`src/rtl/tlp_xcvr_pkg.sv`:
```
// Shared types for the PCIe register/DMA transceiver: TLP header helpers,
// the Action entry passed from the RX parser to the transmit FSM.
package tlp_xcvr_pkg;

  localparam int CHAN_W = 14;

  localparam logic [7:0] TLP_MRD32 = 8'h00;
  localparam logic [7:0] TLP_MWR32 = 8'h40;

  typedef enum logic [1:0] {
    ACT_NONE  = 2'd0,
    ACT_READ  = 2'd1,
    ACT_WRITE = 2'd2,
    ACT_ERROR = 2'd3
  } ActionKind;

  typedef enum logic [2:0] {
    ERR_NONE        = 3'd0,
    ERR_UNSUPPORTED = 3'd1,
    ERR_BAD_LENGTH  = 3'd2,
    ERR_BAD_BE      = 3'd3,
    ERR_MALFORMED   = 3'd4
  } ErrorCode;

  typedef enum logic [1:0] {
    S_IDLE = 2'd0,
    S_HDR1 = 2'd1,
    S_DATA = 2'd2,
    S_DROP = 2'd3
  } RecvState;

  // All payload views are padded to the same 46 bits so they overlay in a packed union.
  typedef struct packed {
    logic [7:0]        pad;
    logic [15:0]       reqID;
    logic [7:0]        tag;
    logic [CHAN_W-1:0] chan;
  } RegRead;

  typedef struct packed {
    logic [CHAN_W-1:0] chan;
    logic [31:0]       data;
  } RegWrite;

  typedef struct packed {
    logic [42:0] pad;
    ErrorCode    code;
  } ErrorView;

  typedef union packed {
    RegRead   rd;
    RegWrite  wr;
    ErrorView err;
  } ActionPayload;

  typedef struct packed {
    ActionKind    kind;
    ActionPayload p;
  } Action;

  function automatic logic [15:0] getReqID(input logic [63:0] qw);
    return qw[63:48];
  endfunction

  function automatic logic [7:0] getTag(input logic [63:0] qw);
    return qw[47:40];
  endfunction

  function automatic logic [9:0] getLength(input logic [63:0] qw);
    return qw[9:0];
  endfunction

  function automatic logic [7:0] getFmtType(input logic [63:0] qw);
    return qw[31:24];
  endfunction

  function automatic logic [3:0] getFirstBE(input logic [63:0] qw);
    return qw[35:32];
  endfunction

  function automatic logic [3:0] getLastBE(input logic [63:0] qw);
    return qw[39:36];
  endfunction

endpackage

```
`src/rtl/tlp_recv_if.sv`:
```
// RX Avalon-ST beat stream plus the decoded-action handshake of tlp_recv.
interface tlp_recv_if;
  import tlp_xcvr_pkg::*;

  logic [63:0] rxData_in;
  logic        rxValid_in;
  logic        rxReady_out;
  logic        rxSOP_in;
  logic        rxEOP_in;
  Action       actData_out;
  logic        actValid_out;
  logic        actReady_in;

  modport master (
    output rxData_in, rxValid_in, rxSOP_in, rxEOP_in, actReady_in,
    input  rxReady_out, actData_out, actValid_out
  );

  modport slave (
    input  rxData_in, rxValid_in, rxSOP_in, rxEOP_in, actReady_in,
    output rxReady_out, actData_out, actValid_out
  );

endinterface

```
`src/rtl/tlp_recv.sv`:
```
// RX-side TLP parser: turns 32-bit MRd/MWr TLPs to the register BAR into
// Action entries, reporting bad TLPs as one ACT_ERROR each.
module tlp_recv
  import tlp_xcvr_pkg::*;
#(
  parameter bit ERR_ON_BAD_BE    = 1'b1,
  parameter int ADDR_DECODE_BITS = 16
) (
  input  logic           pcieClk_in,
  input  logic           pcieRst_n_in,
  tlp_recv_if.slave      bus,
  output logic [31:0]    errCount_out
);

  RecvState          state, nextState;
  logic [63:0]       hdrQ;
  logic [CHAN_W-1:0] chanQ;
  Action             actQ, emitAct;
  logic              actValidQ;
  logic              emit, latchHdr, latchChan;
  logic              accept;
  logic [31:0]       addr;
  logic              beOk;

  function automatic logic [CHAN_W-1:0] chanOf(input logic [31:0] a);
    logic [31:0] m;
    m = (a >> 2) & ((32'h1 << (ADDR_DECODE_BITS - 2)) - 32'h1);
    return m[CHAN_W-1:0];
  endfunction

  function automatic Action mkError(input ErrorCode code);
    Action a;
    a = '0;
    a.kind = ACT_ERROR;
    a.p.err.code = code;
    return a;
  endfunction

  assign bus.rxReady_out  = pcieRst_n_in && !actValidQ;
  assign bus.actValid_out = actValidQ;
  assign bus.actData_out  = actQ;
  assign accept = bus.rxValid_in && bus.rxReady_out;
  assign addr   = bus.rxData_in[31:0];
  assign beOk   = !ERR_ON_BAD_BE ||
                  (getFirstBE(hdrQ) == 4'hF && getLastBE(hdrQ) == 4'h0);

  always_comb begin
    nextState = state;
    emit      = 1'b0;
    emitAct   = '0;
    latchHdr  = 1'b0;
    latchChan = 1'b0;
    if (accept) begin
      unique case (state)
        S_IDLE: begin
          if (bus.rxSOP_in && bus.rxEOP_in) begin
            emit    = 1'b1;
            emitAct = mkError(ERR_MALFORMED);
          end else if (bus.rxSOP_in) begin
            latchHdr  = 1'b1;
            nextState = S_HDR1;
          end
        end
        S_HDR1: begin
          nextState = bus.rxEOP_in ? S_IDLE : S_DROP;
          emit      = 1'b1;
          if (getFmtType(hdrQ) != TLP_MRD32 && getFmtType(hdrQ) != TLP_MWR32) begin
            emitAct = mkError(ERR_UNSUPPORTED);
          end else if (getLength(hdrQ) != 10'd1) begin
            emitAct = mkError(ERR_BAD_LENGTH);
          end else if (!beOk) begin
            emitAct = mkError(ERR_BAD_BE);
          end else if (getFmtType(hdrQ) == TLP_MRD32) begin
            if (bus.rxEOP_in) begin
              emitAct.kind       = ACT_READ;
              emitAct.p.rd.reqID = getReqID(hdrQ);
              emitAct.p.rd.tag   = getTag(hdrQ);
              emitAct.p.rd.chan  = chanOf(addr);
            end else begin
              emitAct = mkError(ERR_MALFORMED);
            end
          end else if (addr[2]) begin
            emitAct.kind      = ACT_WRITE;
            emitAct.p.wr.chan = chanOf(addr);
            emitAct.p.wr.data = bus.rxData_in[63:32];
            nextState         = S_IDLE;
          end else if (bus.rxEOP_in) begin
            emitAct = mkError(ERR_MALFORMED);
          end else begin
            emit      = 1'b0;
            latchChan = 1'b1;
            nextState = S_DATA;
          end
        end
        S_DATA: begin
          emit = 1'b1;
          // An intruding SOP is reported once, then parsed as the start of a fresh TLP.
          if (bus.rxSOP_in) begin
            emitAct = mkError(ERR_MALFORMED);
            if (bus.rxEOP_in) begin
              nextState = S_IDLE;
            end else begin
              latchHdr  = 1'b1;
              nextState = S_HDR1;
            end
          end else if (bus.rxEOP_in) begin
            emitAct.kind      = ACT_WRITE;
            emitAct.p.wr.chan = chanQ;
            emitAct.p.wr.data = bus.rxData_in[31:0];
            nextState         = S_IDLE;
          end else begin
            emitAct   = mkError(ERR_MALFORMED);
            nextState = S_DROP;
          end
        end
        S_DROP: begin
          if (bus.rxSOP_in && !bus.rxEOP_in) begin
            latchHdr  = 1'b1;
            nextState = S_HDR1;
          end else if (bus.rxEOP_in) begin
            nextState = S_IDLE;
          end
        end
        default: nextState = S_IDLE;
      endcase
    end
  end

  // State, latched header and the single-entry action register; no beat is
  // accepted while an action is pending, so emit never collides with a pending one.
  always_ff @(posedge pcieClk_in or negedge pcieRst_n_in) begin
    if (!pcieRst_n_in) begin
      state        <= S_IDLE;
      hdrQ         <= '0;
      chanQ        <= '0;
      actQ         <= '0;
      actValidQ    <= 1'b0;
      errCount_out <= '0;
    end else begin
      state <= nextState;
      if (latchHdr) begin
        hdrQ <= bus.rxData_in;
      end
      if (latchChan) begin
        chanQ <= chanOf(addr);
      end
      if (emit) begin
        actQ      <= emitAct;
        actValidQ <= 1'b1;
      end else if (actValidQ && bus.actReady_in) begin
        actValidQ <= 1'b0;
      end
      if (emit && emitAct.kind == ACT_ERROR && errCount_out != 32'hFFFF_FFFF) begin
        errCount_out <= errCount_out + 32'd1;
      end
    end
  end

endmodule
```
`src/flat_wrapper.sv`:
```
// flat-port wrapper written by rule: the top's interface ports become plain ports
module tlp_recv_flat import tlp_xcvr_pkg::*;
#(
  parameter bit ERR_ON_BAD_BE    = 1'b1,
  parameter int ADDR_DECODE_BITS = 16
)
  (pcieClk_in, pcieRst_n_in, errCount_out, bus_rxData_in, bus_rxValid_in, bus_rxSOP_in, bus_rxEOP_in, bus_actReady_in, bus_rxReady_out, bus_actData_out, bus_actValid_out);
  tlp_recv_if bus_i ();
  input  logic pcieClk_in;
  input  logic pcieRst_n_in;
  output logic [31:0] errCount_out;
  input wire logic [$bits(bus_i.rxData_in)-1:0] bus_rxData_in;
  input wire logic [$bits(bus_i.rxValid_in)-1:0] bus_rxValid_in;
  input wire logic [$bits(bus_i.rxSOP_in)-1:0] bus_rxSOP_in;
  input wire logic [$bits(bus_i.rxEOP_in)-1:0] bus_rxEOP_in;
  input wire logic [$bits(bus_i.actReady_in)-1:0] bus_actReady_in;
  output wire logic [$bits(bus_i.rxReady_out)-1:0] bus_rxReady_out;
  output wire logic [$bits(bus_i.actData_out)-1:0] bus_actData_out;
  output wire logic [$bits(bus_i.actValid_out)-1:0] bus_actValid_out;
  assign bus_i.rxData_in = bus_rxData_in;
  assign bus_i.rxValid_in = bus_rxValid_in;
  assign bus_i.rxSOP_in = bus_rxSOP_in;
  assign bus_i.rxEOP_in = bus_rxEOP_in;
  assign bus_i.actReady_in = bus_actReady_in;
  assign bus_rxReady_out = bus_i.rxReady_out;
  assign bus_actData_out = bus_i.actData_out;
  assign bus_actValid_out = bus_i.actValid_out;
  tlp_recv #(.ERR_ON_BAD_BE(ERR_ON_BAD_BE), .ADDR_DECODE_BITS(ADDR_DECODE_BITS)) u_core (.pcieClk_in(pcieClk_in), .pcieRst_n_in(pcieRst_n_in), .bus(bus_i), .errCount_out(errCount_out));
endmodule
```
`config.mk`:
```
export PLATFORM = sky130hd
export DESIGN_NAME = tlp_recv_flat
export DESIGN_NICKNAME = d
export VERILOG_FILES = /design/src/rtl/tlp_xcvr_pkg.sv /design/src/rtl/tlp_recv_if.sv /design/src/rtl/tlp_recv.sv /design/src/flat_wrapper.sv
export SDC_FILE = /design/constraint.sdc
export NUM_CORES = 1
export LEC_CHECK = 0
export CORE_MARGIN = 2
export CORE_UTILIZATION = 40
export CTS_CLUSTER_SIZE = 16
export DETAILED_ROUTE_END_ITERATION = 10
export PLACE_DENSITY = 0.77
export SYNTH_ARGS = -nofsm -noshare
export SYNTH_HDL_FRONTEND = slang
export SYNTH_SLANG_ARGS = --single-unit
```
`constraint.sdc`:
```
create_clock -name pcieClk_in -period 2.8 [get_ports pcieClk_in]
set_input_delay 0.84 -clock pcieClk_in [delete_from_list [all_inputs] [get_ports pcieClk_in]]
set_output_delay 0.84 -clock pcieClk_in [all_outputs]
set_load 0.05 [all_outputs]
```
==> run_summary.xml, run 1 <==
<?xml version="1.0" encoding="UTF-8"?>
<metrics>
  <group name="timing">
    <metric name="max_freq" unit="GHz">0.3739</metric>
    <metric name="final.setup.tns" unit="ps">0</metric>
    <metric name="final-max-slew-violation-count" unit="">0</metric>
    <metric name="fin_hold_ws" unit="ps">476.0</metric>
    <metric name="final.period_utilization" unit="%">95.51</metric>
    <metric name="final-setup-viol-count" unit="">0</metric>
    <metric name="finClkSkew" unit="ps">9.227</metric>
    <metric name="finalHoldViolations" unit="">0</metric>
    <metric name="rsz0062_at_grt" unit="">false</metric>
    <metric name="final_period_minus_worst_setup_slack" unit="ps">2674</metric>
    <metric name="layout_setup_ws" unit="ps">125.6</metric>
    <metric name="relSlewSlack" unit="%">47.01</metric>
    <metric name="tightest_slew" unit="ps">794.9</metric>
  </group>
  <group name="synthesis">
    <metric name="synthesis.instances" unit="">605</metric>
    <metric name="synthFlopType" unit="">sky130_fd_sc_hd__dfrtp_1</metric>
    <metric name="synth.ff_latch_count" unit="">147</metric>
    <metric name="ys_seq_area_share" unit="%">54.36</metric>
    <metric name="synthTopCellsByArea" unit="">sky130_fd_sc_hd__dfrtp_1 54%, sky130_fd_sc_hd__mux2_2 10%, sky130_fd_sc_hd__a221oi_1 4.4%</metric>
    <metric name="synth.avg_cell_area" unit="µm²">11.18</metric>
    <metric name="post_synth_instance_area" unit="µm²">6766</metric>
    <metric name="yosysTopAreaCell" unit="">sky130_fd_sc_hd__dfrtp_1</metric>
    <metric name="synthArstFlopShare" unit="%">100.0</metric>
    <metric name="yosys-top-cells-count" unit="">147 x sky130_fd_sc_hd__dfrtp_1, 75 x sky130_fd_sc_hd__nand2_1, 63 x sky130_fd_sc_hd__mux2_2</metric>
    <metric name="yosys_warnings" unit="">0</metric>
    <metric name="syn_nets" unit="">676</metric>
    <metric name="netlist-cell-type-count" unit="">52</metric>
    <metric name="synth.most_common_cell" unit="">sky130_fd_sc_hd__dfrtp_1</metric>
    <metric name="synth-edff-count" unit="">0</metric>
    <metric name="yosys.area.top_type_share" unit="%">54.36</metric>
  </group>
  <group name="floorplan">
    <metric name="core.rowCount" unit="">47</metric>
    <metric name="design.die.area" unit="µm²">17970</metric>
    <metric name="die_y" unit="µm">134.1</metric>
    <metric name="fp.dieW" unit="µm">134.1</metric>
    <metric name="design.core.area" unit="µm²">16580</metric>
    <metric name="top_level_ports" unit="">152</metric>
    <metric name="initial_utilization" unit="%">40.80</metric>
  </group>
  <group name="placement">
    <metric name="dp_worst_setup_slack" unit="ps">-109.8</metric>
    <metric name="routability_driven_placement_congestion_ratio" unit="">0.8795</metric>
    <metric name="place_hpwl" unit="mm">12.12</metric>
    <metric name="port_buffers" unit="">151</metric>
    <metric name="placement.cell_area" unit="µm²">8728</metric>
  </group>
  <group name="worst_setup_path">
    <metric name="element_type_at_the_critical_path_end" unit="">flip-flop</metric>
    <metric name="cp-startpoint" unit="">u_core.hdrQ[37]$_DFFE_PN0P_</metric>
    <metric name="path_class" unit="">reg -&gt; reg</metric>
    <metric name="worst-path-stages" unit="">6</metric>
    <metric name="series_of_cell_instances_along_the_critical_path" unit="">or4_4, or4_4, nor4b_4, nor3_2, buf_4, mux2_1</metric>
    <metric name="depth_of_the_worst_register_to_register_path" unit="">6</metric>
    <metric name="timing.critical_path.required" unit="ps">3100</metric>
    <metric name="r2r_setup_slack" unit="ps">130</metric>
    <metric name="worstPathBufferInverterCount" unit="">1</metric>
    <metric name="crit_family" unit="">simple AND/OR/NAND/NOR gates</metric>
    <metric name="cp_slowest_cell" unit="">sky130_fd_sc_hd__or4_4</metric>
    <metric name="cp_max_fo" unit="">8</metric>
    <metric name="arrival" unit="ps">2980</metric>
    <metric name="max_stage_delay" unit="ps">610</metric>
    <metric name="critical_register_to_register_path_startpoint" unit="">u_core.hdrQ[37]$_DFFE_PN0P_</metric>
    <metric name="rr_endpoint" unit="">u_core.errCount_out[1]$_DFFE_PN0P_</metric>
    <metric name="worstSetupStartpointType" unit="">flip-flop</metric>
    <metric name="timing.critical_path.mode_cell" unit="">sky130_fd_sc_hd__or4_4</metric>
  </group>
  <group name="hold_path">
    <metric name="min_path_type" unit="">reg -&gt; reg</metric>
    <metric name="hold_depth" unit="">2</metric>
    <metric name="holdPathEnd" unit="">u_core.bus.actData_out[2]$_DFFE_PN0P_</metric>
    <metric name="hold_path.startpoint" unit="">u_core.bus.actData_out[2]$_DFFE_PN0P_</metric>
  </group>
  <group name="status">
    <metric name="run_status" unit="">finished, final reports clean</metric>
  </group>
  <group name="clocking">
    <metric name="cts_hold_buffers" unit="">0</metric>
    <metric name="worst_setup_hold_path_clk_slew" unit="ps">60</metric>
    <metric name="cts_num_sinks" unit="">147</metric>
    <metric name="cts_max_level" unit="">4</metric>
    <metric name="cts_tree" unit="">yes</metric>
    <metric name="max-clock-path-buffers" unit="">2</metric>
    <metric name="insertion_delay" unit="ps">420</metric>
    <metric name="cts_buffers" unit="">17</metric>
    <metric name="cts.root.buffer_cell" unit="">sky130_fd_sc_hd__clkbuf_16</metric>
  </group>
  <group name="grt">
    <metric name="grt-busiest-layer" unit="">met2</metric>
    <metric name="global_route.overflow_total" unit="">0</metric>
    <metric name="grt_antenna_before_repair" unit="">0</metric>
    <metric name="grt_first_pass_wirelength" unit="mm">28.12</metric>
    <metric name="first_global_vias" unit="">5258</metric>
    <metric name="grt_max_degree" unit="">148</metric>
    <metric name="gr-usage-met2" unit="%">31.54</metric>
    <metric name="grt.met1_usage" unit="%">26.57</metric>
    <metric name="track_usage" unit="%">20.09</metric>
    <metric name="grtUsageMet3" unit="%">6.803</metric>
  </group>
  <group name="flow_run">
    <metric name="cap_viol_max_count" unit="">0</metric>
  </group>
  <group name="finish">
    <metric name="layout-drive-gt1-share" unit="%">17.75</metric>
    <metric name="antenna_cells_inserted" unit="">0</metric>
    <metric name="finish.utilization" unit="%">56.37</metric>
    <metric name="areaGrowthSynthToFinish" unit="%">38.15</metric>
    <metric name="final_cell_area" unit="µm²">9348</metric>
    <metric name="fin_nets" unit="">841</metric>
    <metric name="fill_cell_count" unit="">1425</metric>
  </group>
  <group name="drt">
    <metric name="post_drt_via_cell_ratio" unit="">5.337</metric>
    <metric name="route.vias.total" unit="">5353</metric>
    <metric name="route.antenna.remaining_nets" unit="">0</metric>
    <metric name="post_drt_wl_per_cell" unit="µm">17.38</metric>
    <metric name="drt-initial-drc-count" unit="">322</metric>
    <metric name="drt_pass1_iterations" unit="">5</metric>
    <metric name="drcViolationCount" unit="">0</metric>
    <metric name="drt_wl_total" unit="mm">17.44</metric>
  </group>
  <group name="pwr">
    <metric name="cellPowerDensity" unit="nW/µm²">744.6</metric>
    <metric name="worst_case_vdd_ir_drop" unit="mV">0.4551</metric>
    <metric name="static-leakage-power" unit="µW">0.003852</metric>
  </group>
</metrics>
[flip-flops by register name (all words and copies together), names as in the netlist]
name                     cells
u_core.bus.actData_out      48
u_core.bus.actValid_out      1
u_core.state                 2
u_core.hdrQ                 50
u_core.chanQ                14
u_core.errCount_out         32
[kinds of logic (layout without fill, tap and decap cells)]
logic type,count (synthesis),in the layout,synth area share (%)
xor+xnor,31,31,4.013
flops,147,147,54.36
compound gates,119,119,11.91
simple gates,202,202,16.36
mux,64,64,10.65
buf+inv,41,219,2.515
fa+ha+maj,1,1,0.1849
[power breakdown]
part           internal (µW)  switching [µW]  total, µW
sequential              2610             346       2960
clock                   1400             893       2300
combinational            772             934       1710
[area by class of cell]
class	count	area, µm²	area share (%)
Clock inverter	12	157.7	1.687
Multi-Input combinational cell	417	2950	31.56
Inverter	7	26.28	0.2811
Tap cell	220	275.3	2.945
Timing Repair Buffer	180	1823	19.50
Sequential cell	147	3679	39.35
Clock buffer	20	436.7	4.671
[worst min-delay path: stages (launching register included)]
cell and delay, ps:
sky130_fd_sc_hd__dfrtp_1 340, sky130_fd_sc_hd__nand2_1 40, sky130_fd_sc_hd__o21ai_0 60
[worst max path at each step]
| stage | to | slack (ps) |
|---|---|---|
| after global routing | u_core.bus.actData_out[4]$_DFFE_PN0P_ | 6 |
| after CTS | u_core.errCount_out[1]$_DFFE_PN0P_ | 40 |
| final | u_core.errCount_out[1]$_DFFE_PN0P_ | 130 |
| after floorplan | u_core.errCount_out[20]$_DFFE_PN0P_ | 90 |
| after detailed placement | u_core.errCount_out[28]$_DFFE_PN0P_ | -110 |
| after global placement | u_core.errCount_out[28]$_DFFE_PN0P_ | -40 |
[through the flow]
| stage | cells | total power [µW] |
|---|---|---|
| floorplan | 605 | 3979 |
| global placement | 970 | 4636 |
| detailed placement | 970 | 4684 |
| CTS | 1002 | 6990 |
| global route | 1003 | 7287 |
| finish | 1003 | 6960 |
[layer usage]
layer,up-vias,wire (µm)
li1,2530,-
met1,2637,7637
met2,167,8268
met3,19,1296
met4,0,233
met5,-,0
[cells in the final DEF (no fill, tap or decap), types with 10 or more instances in the layout]
| cell | synthesis | layout |
|---|---|---|
| sky130_fd_sc_hd__clkbuf_16 | 0 | 17 |
| sky130_fd_sc_hd__nand3_1 | 12 | 12 |
| sky130_fd_sc_hd__mux2_2 | 63 | 63 |
| sky130_fd_sc_hd__xnor2_1 | 23 | 23 |
| sky130_fd_sc_hd__nor2_1 | 16 | 16 |
| sky130_fd_sc_hd__o21ai_1 | 10 | 10 |
| sky130_fd_sc_hd__and2_1 | 37 | 37 |
| sky130_fd_sc_hd__buf_4 | 1 | 21 |
| sky130_fd_sc_hd__clkdlybuf4s50_1 | 0 | 149 |
| sky130_fd_sc_hd__nand4_1 | 13 | 13 |
| sky130_fd_sc_hd__a22oi_1 | 10 | 10 |
| sky130_fd_sc_hd__nand2_1 | 75 | 75 |
| sky130_fd_sc_hd__o21ai_0 | 45 | 45 |
| sky130_fd_sc_hd__dfrtp_1 | 147 | 147 |
| sky130_fd_sc_hd__a221oi_1 | 34 | 34 |
[repair_timing]
action / in CTS / in global routing
buffers inserted: 0 / 1
setup endpoints to repair: 0 / 14
endpoints found under the hold margin: 0 / 0
resized for setup: 0 / 4
Note: power is estimated with default switching activity, not from simulation.
==> run 2, diff against run 1 <==
ABC_AREA = 1   (was not set)
CORE_UTILIZATION = 30   (was 40)
PLACE_DENSITY = 0.62   (was 0.77)
==> run_summary.xml, run 2 <==
<?xml version="1.0" encoding="UTF-8"?>
<metrics>
  <group name="status">
    <metric name="run_status" unit="">finished, final reports clean</metric>
  </group>
  <group name="timing">
    <metric name="tightest_slew" unit="ps">950.3</metric>
    <metric name="final-setup-viol-count" unit="">0</metric>
    <metric name="final.period_utilization" unit="%">95.47</metric>
    <metric name="final.setup.tns" unit="ps">0</metric>
    <metric name="final-max-slew-violation-count" unit="">0</metric>
    <metric name="finalHoldViolations" unit="">0</metric>
    <metric name="finClkSkew" unit="ps">14.50</metric>
    <metric name="final_period_minus_worst_setup_slack" unit="ps">2673</metric>
    <metric name="relSlewSlack" unit="%">36.65</metric>
    <metric name="rsz0062_at_grt" unit="">false</metric>
    <metric name="max_freq" unit="GHz">0.3741</metric>
  </group>
  <group name="synthesis">
    <metric name="synthesis.instances" unit="">995</metric>
    <metric name="synthTopCellsByArea" unit="">sky130_fd_sc_hd__dfrtp_1 47%, sky130_fd_sc_hd__nand2_1 18%, sky130_fd_sc_hd__inv_1 3.7%</metric>
    <metric name="synth.most_common_cell" unit="">sky130_fd_sc_hd__nand2_1</metric>
    <metric name="synth.avg_cell_area" unit="µm²">7.906</metric>
    <metric name="post_synth_instance_area" unit="µm²">7866</metric>
    <metric name="synthFlopType" unit="">sky130_fd_sc_hd__dfrtp_1</metric>
    <metric name="ys_seq_area_share" unit="%">46.76</metric>
    <metric name="synthArstFlopShare" unit="%">100.0</metric>
    <metric name="synth-edff-count" unit="">0</metric>
    <metric name="syn_nets" unit="">1066</metric>
    <metric name="yosys_warnings" unit="">0</metric>
    <metric name="netlist-cell-type-count" unit="">38</metric>
    <metric name="synth.ff_latch_count" unit="">147</metric>
    <metric name="yosys-top-cells-count" unit="">382 x sky130_fd_sc_hd__nand2_1, 147 x sky130_fd_sc_hd__dfrtp_1, 77 x sky130_fd_sc_hd__inv_1</metric>
    <metric name="yosysTopAreaCell" unit="">sky130_fd_sc_hd__dfrtp_1</metric>
    <metric name="yosys.area.top_type_share" unit="%">46.76</metric>
  </group>
  <group name="worst_setup_path">
    <metric name="cp_slowest_cell" unit="">sky130_fd_sc_hd__clkdlybuf4s50_1</metric>
    <metric name="arrival" unit="ps">1830</metric>
    <metric name="cp_max_fo" unit="">7</metric>
    <metric name="worstSetupStartpointType" unit="">flip-flop</metric>
    <metric name="series_of_cell_instances_along_the_critical_path" unit="">clkdlybuf4s50_1</metric>
    <metric name="timing.critical_path.required" unit="ps">1960</metric>
    <metric name="max_stage_delay" unit="ps">900</metric>
    <metric name="worstPathBufferInverterCount" unit="">1</metric>
    <metric name="element_type_at_the_critical_path_end" unit="">output pin</metric>
    <metric name="path_class" unit="">reg -&gt; out</metric>
    <metric name="crit_family" unit="">buffers and inverters</metric>
  </group>
  <group name="grt">
    <metric name="first_global_vias" unit="">7188</metric>
    <metric name="global_route.overflow_total" unit="">0</metric>
    <metric name="grt_first_pass_wirelength" unit="mm">38.25</metric>
    <metric name="track_usage" unit="%">17.13</metric>
    <metric name="grt_max_degree" unit="">148</metric>
    <metric name="grt_antenna_before_repair" unit="">2</metric>
  </group>
  <group name="drt">
    <metric name="route.antenna.remaining_nets" unit="">0</metric>
    <metric name="drcViolationCount" unit="">0</metric>
    <metric name="drt_pass1_iterations" unit="">5</metric>
    <metric name="drt_wl_total" unit="mm">23.20</metric>
    <metric name="route.vias.total" unit="">7154</metric>
    <metric name="post_drt_wl_per_cell" unit="µm">15.54</metric>
    <metric name="drt-initial-drc-count" unit="">562</metric>
    <metric name="post_drt_via_cell_ratio" unit="">4.792</metric>
  </group>
  <group name="floorplan">
    <metric name="fp.dieW" unit="µm">165.9</metric>
    <metric name="design.core.area" unit="µm²">25910</metric>
    <metric name="initial_utilization" unit="%">30.36</metric>
    <metric name="core.rowCount" unit="">59</metric>
    <metric name="die_y" unit="µm">165.9</metric>
    <metric name="top_level_ports" unit="">152</metric>
    <metric name="design.die.area" unit="µm²">27530</metric>
  </group>
  <group name="clocking">
    <metric name="cts.root.buffer_cell" unit="">sky130_fd_sc_hd__clkbuf_16</metric>
    <metric name="cts_buffers" unit="">17</metric>
    <metric name="max-clock-path-buffers" unit="">2</metric>
    <metric name="worst_setup_hold_path_clk_slew" unit="ps">70</metric>
    <metric name="cts_num_sinks" unit="">147</metric>
    <metric name="cts_hold_buffers" unit="">0</metric>
    <metric name="cts_max_level" unit="">4</metric>
    <metric name="cts_tree" unit="">yes</metric>
    <metric name="cts_repair_resize_count" unit="">0</metric>
    <metric name="insertion_delay" unit="ps">430</metric>
    <metric name="cts_post_setup_buffers_inserted" unit="">0</metric>
  </group>
  <group name="finish">
    <metric name="areaGrowthSynthToFinish" unit="%">32.19</metric>
    <metric name="finish.utilization" unit="%">40.13</metric>
    <metric name="top_register" unit="">u_core.hdrQ</metric>
    <metric name="layout.cells.most_common_list" unit="">382 x sky130_fd_sc_hd__nand2_1, 149 x sky130_fd_sc_hd__clkdlybuf4s50_1, 147 x sky130_fd_sc_hd__dfrtp_1</metric>
    <metric name="flip_flop_count_of_the_largest_register_after_layout" unit="">50</metric>
    <metric name="layout_commonest_cell" unit="">sky130_fd_sc_hd__nand2_1</metric>
    <metric name="fin_nets" unit="">1214</metric>
    <metric name="layout-drive-gt1-share" unit="%">10.21</metric>
  </group>
  <group name="placement">
    <metric name="port_buffers" unit="">151</metric>
    <metric name="routability_driven_placement_congestion_ratio" unit="">0.8925</metric>
    <metric name="place_hpwl" unit="mm">16.30</metric>
  </group>
  <group name="pwr">
    <metric name="worst_case_vdd_ir_drop" unit="mV">0.5481</metric>
    <metric name="cellPowerDensity" unit="nW/µm²">730.3</metric>
    <metric name="static-leakage-power" unit="µW">0.004940</metric>
  </group>
  <group name="flow_run">
    <metric name="cap_viol_max_count" unit="">0</metric>
  </group>
  <group name="hold_path">
    <metric name="min_path_type" unit="">in -&gt; async</metric>
  </group>
</metrics>
run 2: cell count changes in the layout (fill, tap and decap cells not counted), sizes merged, moves of 31 or more:
cell / before / now
nand2: 75 / 389
inv: 8 / 88
mux2: 64 / 8
nor2: 16 / 64
nand3: 12 / 51
and2: 37 / 0
a221oi: 34 / 0
o211ai: 0 / 34
nand4: 13 / 44
run 2: logic make-up after synthesis:
logic type | after synthesis | share of synthesized area [%]
fa+ha+maj | 1 | 0.1590
compound gates | 115 | 10.07
mux | 8 | 1.145
simple gates | 567 | 31.24
flops | 147 | 46.76
buf+inv | 130 | 7.619
xor+xnor | 27 | 3.006
run 2: routing by layer:
layer / vias up / GRT usage (%) / part of all wire (%)
li1: 3530 / - / -
met1: 3400 / 22.79 / 47
met2: 192 / 26.92 / 45
met3: 32 / 4.194 / 5.8
met4: 0 / 6.730 / 2.4
met5: - / 0 / 0
run 2: area by class of cell:
| class | instances | area (µm²) |
|---|---|---|
| clock inverters | 13 | 140.1 |
| fillers | 2598 | 15510 |
| clock buffers | 19 | 442.9 |
| inverters | 81 | 304.0 |
| flip-flops and latches | 147 | 3679 |
| repair buffers | 178 | 1813 |
| well taps | 335 | 419.2 |
| diodes | 2 | 5.005 |
| multi-input cells | 718 | 3596 |
run 2: final timing paths:
| path | cells after the start | endpoint | slack (ps) | from |
|---|---|---|---|---|
| worst max-delay path | 1 | errCount_out[2] | 130 | u_core.errCount_out[2]$_DFFE_PN0P_ |
| worst min-delay path | 2 | u_core.bus.actValid_out$_DFFE_PN0P_ | 380 | pcieRst_n_in |
| worst max register to register | 10 | u_core.bus.actData_out[35]$_DFFE_PN0P_ | 670 | u_core.hdrQ[25]$_DFFE_PN0P_ |
| worst min register to register | 2 | u_core.bus.actData_out[30]$_DFFE_PN0P_ | 470 | u_core.bus.actData_out[30]$_DFFE_PN0P_ |
| max in group asynchronous | 2 | u_core.hdrQ[30]$_DFFE_PN0P_ | 1590 | pcieRst_n_in |
| min in group pcieClk_in | 2 | u_core.bus.actData_out[30]$_DFFE_PN0P_ | 470 | u_core.bus.actData_out[30]$_DFFE_PN0P_ |
run 2: metrics by stage:
stage	cell area [µm²]	instances	hold WS, ps	power [µW]	setup slack [ps]
after floorplan	7866	995	436.6	4461	26.32
after global placement	9811	1459	450.6	5312	185.8
after detailed placement	9811	1459	453.6	5342	162.3
after CTS	10390	1491	471.4	7660	109.6
after global routing	10400	1493	488.0	8000	58.10
final	10400	1493	381.2	7594	126.8
run 2: power by group:
| part | internal [µW] | total, µW | switching (µW) |
|---|---|---|---|
| combinational | 809 | 2350 | 1540 |
| clock | 1280 | 2290 | 1010 |
| sequential | 2630 | 2960 | 331 |
==> run 3, diff against run 2 <==
clock period = 3.2 ns   (was 2.8 ns; I/O delays follow)
==> run_summary.xml, run 3 (synthesis results as in run 2) <==
<?xml version="1.0" encoding="UTF-8"?>
<metrics>
  <group name="grt">
    <metric name="global_route.overflow_total" unit="">0</metric>
    <metric name="grt_max_degree" unit="">148</metric>
    <metric name="grt_antenna_before_repair" unit="">1</metric>
    <metric name="track_usage" unit="%">17.33</metric>
    <metric name="grt_first_pass_wirelength" unit="mm">38.39</metric>
    <metric name="first_global_vias" unit="">6872</metric>
  </group>
  <group name="clocking">
    <metric name="max-clock-path-buffers" unit="">2</metric>
    <metric name="cts.root.buffer_cell" unit="">sky130_fd_sc_hd__clkbuf_16</metric>
    <metric name="worst_setup_hold_path_clk_slew" unit="ps">70</metric>
    <metric name="cts_max_level" unit="">4</metric>
    <metric name="cts_hold_buffers" unit="">0</metric>
    <metric name="cts_repair_resize_count" unit="">0</metric>
    <metric name="insertion_delay" unit="ps">430</metric>
    <metric name="cts_num_sinks" unit="">147</metric>
    <metric name="cts_post_setup_buffers_inserted" unit="">0</metric>
    <metric name="cts_buffers" unit="">17</metric>
    <metric name="cts_tree" unit="">yes</metric>
  </group>
  <group name="finish">
    <metric name="fill_cell_count" unit="">2624</metric>
    <metric name="layout-drive-gt1-share" unit="%">9.432</metric>
    <metric name="top_register" unit="">u_core.hdrQ</metric>
    <metric name="finish.utilization" unit="%">39.96</metric>
    <metric name="areaGrowthSynthToFinish" unit="%">31.64</metric>
    <metric name="flip_flop_count_of_the_largest_register_after_layout" unit="">50</metric>
    <metric name="layout_commonest_cell" unit="">sky130_fd_sc_hd__nand2_1</metric>
    <metric name="layout.cells.most_common_list" unit="">382 x sky130_fd_sc_hd__nand2_1, 149 x sky130_fd_sc_hd__clkdlybuf4s50_1, 147 x sky130_fd_sc_hd__dfrtp_1</metric>
    <metric name="fin_nets" unit="">1203</metric>
  </group>
  <group name="pwr">
    <metric name="seq_power_share" unit="%">38.3</metric>
    <metric name="intPower" unit="µW">4206</metric>
    <metric name="cellPowerDensity" unit="nW/µm²">652.6</metric>
    <metric name="clkPwrFrac" unit="%">31.3</metric>
    <metric name="static-leakage-power" unit="µW">0.004909</metric>
    <metric name="p_sw" unit="µW">2551</metric>
    <metric name="comb_power_share" unit="%">30.4</metric>
    <metric name="worst_case_vdd_ir_drop" unit="mV">0.4033</metric>
    <metric name="netSwitchingFraction" unit="%">37.76</metric>
  </group>
  <group name="timing">
    <metric name="relSlewSlack" unit="%">41.17</metric>
    <metric name="final.setup.tns" unit="ps">0</metric>
    <metric name="final_period_minus_worst_setup_slack" unit="ps">2798</metric>
    <metric name="finClkSkew" unit="ps">13.63</metric>
    <metric name="tightest_slew" unit="ps">880.5</metric>
    <metric name="final-max-slew-violation-count" unit="">0</metric>
    <metric name="max_freq" unit="GHz">0.3574</metric>
    <metric name="final.period_utilization" unit="%">87.44</metric>
    <metric name="finalHoldViolations" unit="">0</metric>
    <metric name="rsz0062_at_grt" unit="">false</metric>
    <metric name="final-setup-viol-count" unit="">0</metric>
  </group>
  <group name="floorplan">
    <metric name="design.core.area" unit="µm²">25910</metric>
    <metric name="top_level_ports" unit="">152</metric>
    <metric name="die_y" unit="µm">165.9</metric>
    <metric name="core.rowCount" unit="">59</metric>
    <metric name="design.die.area" unit="µm²">27530</metric>
    <metric name="initial_utilization" unit="%">30.36</metric>
    <metric name="fp.dieW" unit="µm">165.9</metric>
  </group>
  <group name="drt">
    <metric name="post_drt_wl_per_cell" unit="µm">15.87</metric>
    <metric name="route.antenna.remaining_nets" unit="">0</metric>
    <metric name="drcViolationCount" unit="">0</metric>
    <metric name="post_drt_via_cell_ratio" unit="">4.808</metric>
    <metric name="drt-initial-drc-count" unit="">566</metric>
    <metric name="drt_pass1_iterations" unit="">4</metric>
    <metric name="drt_wl_total" unit="mm">23.50</metric>
    <metric name="route.vias.total" unit="">7120</metric>
  </group>
  <group name="worst_setup_path">
    <metric name="max_stage_delay" unit="ps">890</metric>
    <metric name="series_of_cell_instances_along_the_critical_path" unit="">clkdlybuf4s50_1</metric>
    <metric name="timing.critical_path.required" unit="ps">2240</metric>
    <metric name="worstSetupStartpointType" unit="">flip-flop</metric>
    <metric name="cp_max_fo" unit="">7</metric>
    <metric name="element_type_at_the_critical_path_end" unit="">output pin</metric>
    <metric name="cp_slowest_cell" unit="">sky130_fd_sc_hd__clkdlybuf4s50_1</metric>
    <metric name="worstPathBufferInverterCount" unit="">1</metric>
    <metric name="arrival" unit="ps">1840</metric>
    <metric name="path_class" unit="">reg -&gt; out</metric>
    <metric name="crit_family" unit="">buffers and inverters</metric>
  </group>
  <group name="placement">
    <metric name="port_buffers" unit="">151</metric>
    <metric name="routability_driven_placement_congestion_ratio" unit="">0.8680</metric>
    <metric name="place_hpwl" unit="mm">16.22</metric>
  </group>
  <group name="flow_run">
    <metric name="cap_viol_max_count" unit="">0</metric>
  </group>
  <group name="hold_path">
    <metric name="min_path_type" unit="">reg -&gt; reg</metric>
  </group>
  <group name="status">
    <metric name="run_status" unit="">finished, final reports clean</metric>
  </group>
</metrics>
## run 3: cell types whose count changed in the layout (fill, tap and decap cells not counted), sizes merged
| cell | change |
|---|---|
| bufinv | +1 |
| diode | -1 |
| clkinv | -1 |
| inv | +1 |
| buf | -11 |
| clkbuf | -1 |
## run 3: power by group through the flow
| stage | clock network (µW) | registers [µW] | logic, µW |
|---|---|---|---|
| 2_1_floorplan | 0 | 3030 | 873 |
| 3_3_place_gp | 0 | 2600 | 2050 |
| 3_5_place_dp | 0 | 2610 | 2060 |
| 4_1_cts | 2160 | 2580 | 2070 |
| 5_1_grt | 2230 | 2640 | 2250 |
| 6_report | 2110 | 2590 | 2060 |
## run 3: worst paths after layout
| check | start | endpoint | slack [ps] | cells past startpoint |
|---|---|---|---|---|
| hold / removal | u_core.bus.actData_out[33]$_DFFE_PN0P_ | u_core.bus.actData_out[33]$_DFFE_PN0P_ | 470 | 2 |
| setup reg to reg | u_core.errCount_out[0]$_DFFE_PN0P_ | u_core.errCount_out[19]$_DFFE_PN0P_ | 630 | 9 |
| setup / recovery | u_core.errCount_out[2]$_DFFE_PN0P_ | errCount_out[2] | 400 | 1 |
| hold reg to reg | u_core.bus.actData_out[33]$_DFFE_PN0P_ | u_core.bus.actData_out[33]$_DFFE_PN0P_ | 470 | 2 |
| max in group asynchronous | pcieRst_n_in | u_core.hdrQ[28]$_DFFE_PN0P_ | 1910 | 2 |
| min in group asynchronous | pcieRst_n_in | u_core.bus.actValid_out$_DFFE_PN0P_ | 640 | 2 |
## run 3: final cells by class
type	instances	area [µm²]	area share (%)
inverter	81	304.0	2.936
tap	335	419.2	4.048
antenna	1	2.502	0.02417
clock inverter	14	185.2	1.788
clock buffer	18	439.2	4.241
timing repair buffer	167	1730	16.71
sequential	147	3679	35.52
multi-input combinational	718	3596	34.73
## run 3: metal layers
layer  up-vias  global-route usage [%]  share of wire [%]
met1      3383                   23.85                 46
met3        35                   4.051                5.6
li1       3500                       -                  -
met4         0                   6.087                2.3
met5         -                       0                  0
met2       202                   26.77                 46
## run 3: metrics by stage
stage | cells | cell area (µm²) | power, µW | setup slack, ps | hold WS (ps)
2_1_floorplan | 995 | 7866 | 3903 | 306.3 | 436.6
3_3_place_gp | 1448 | 9728 | 4655 | 202.0 | 451.6
3_5_place_dp | 1448 | 9728 | 4674 | 162.1 | 458.7
4_1_cts | 1480 | 10350 | 6810 | 386.3 | 475.7
5_1_grt | 1481 | 10350 | 7123 | 330.0 | 494.4
6_report | 1481 | 10350 | 6757 | 401.8 | 470.3
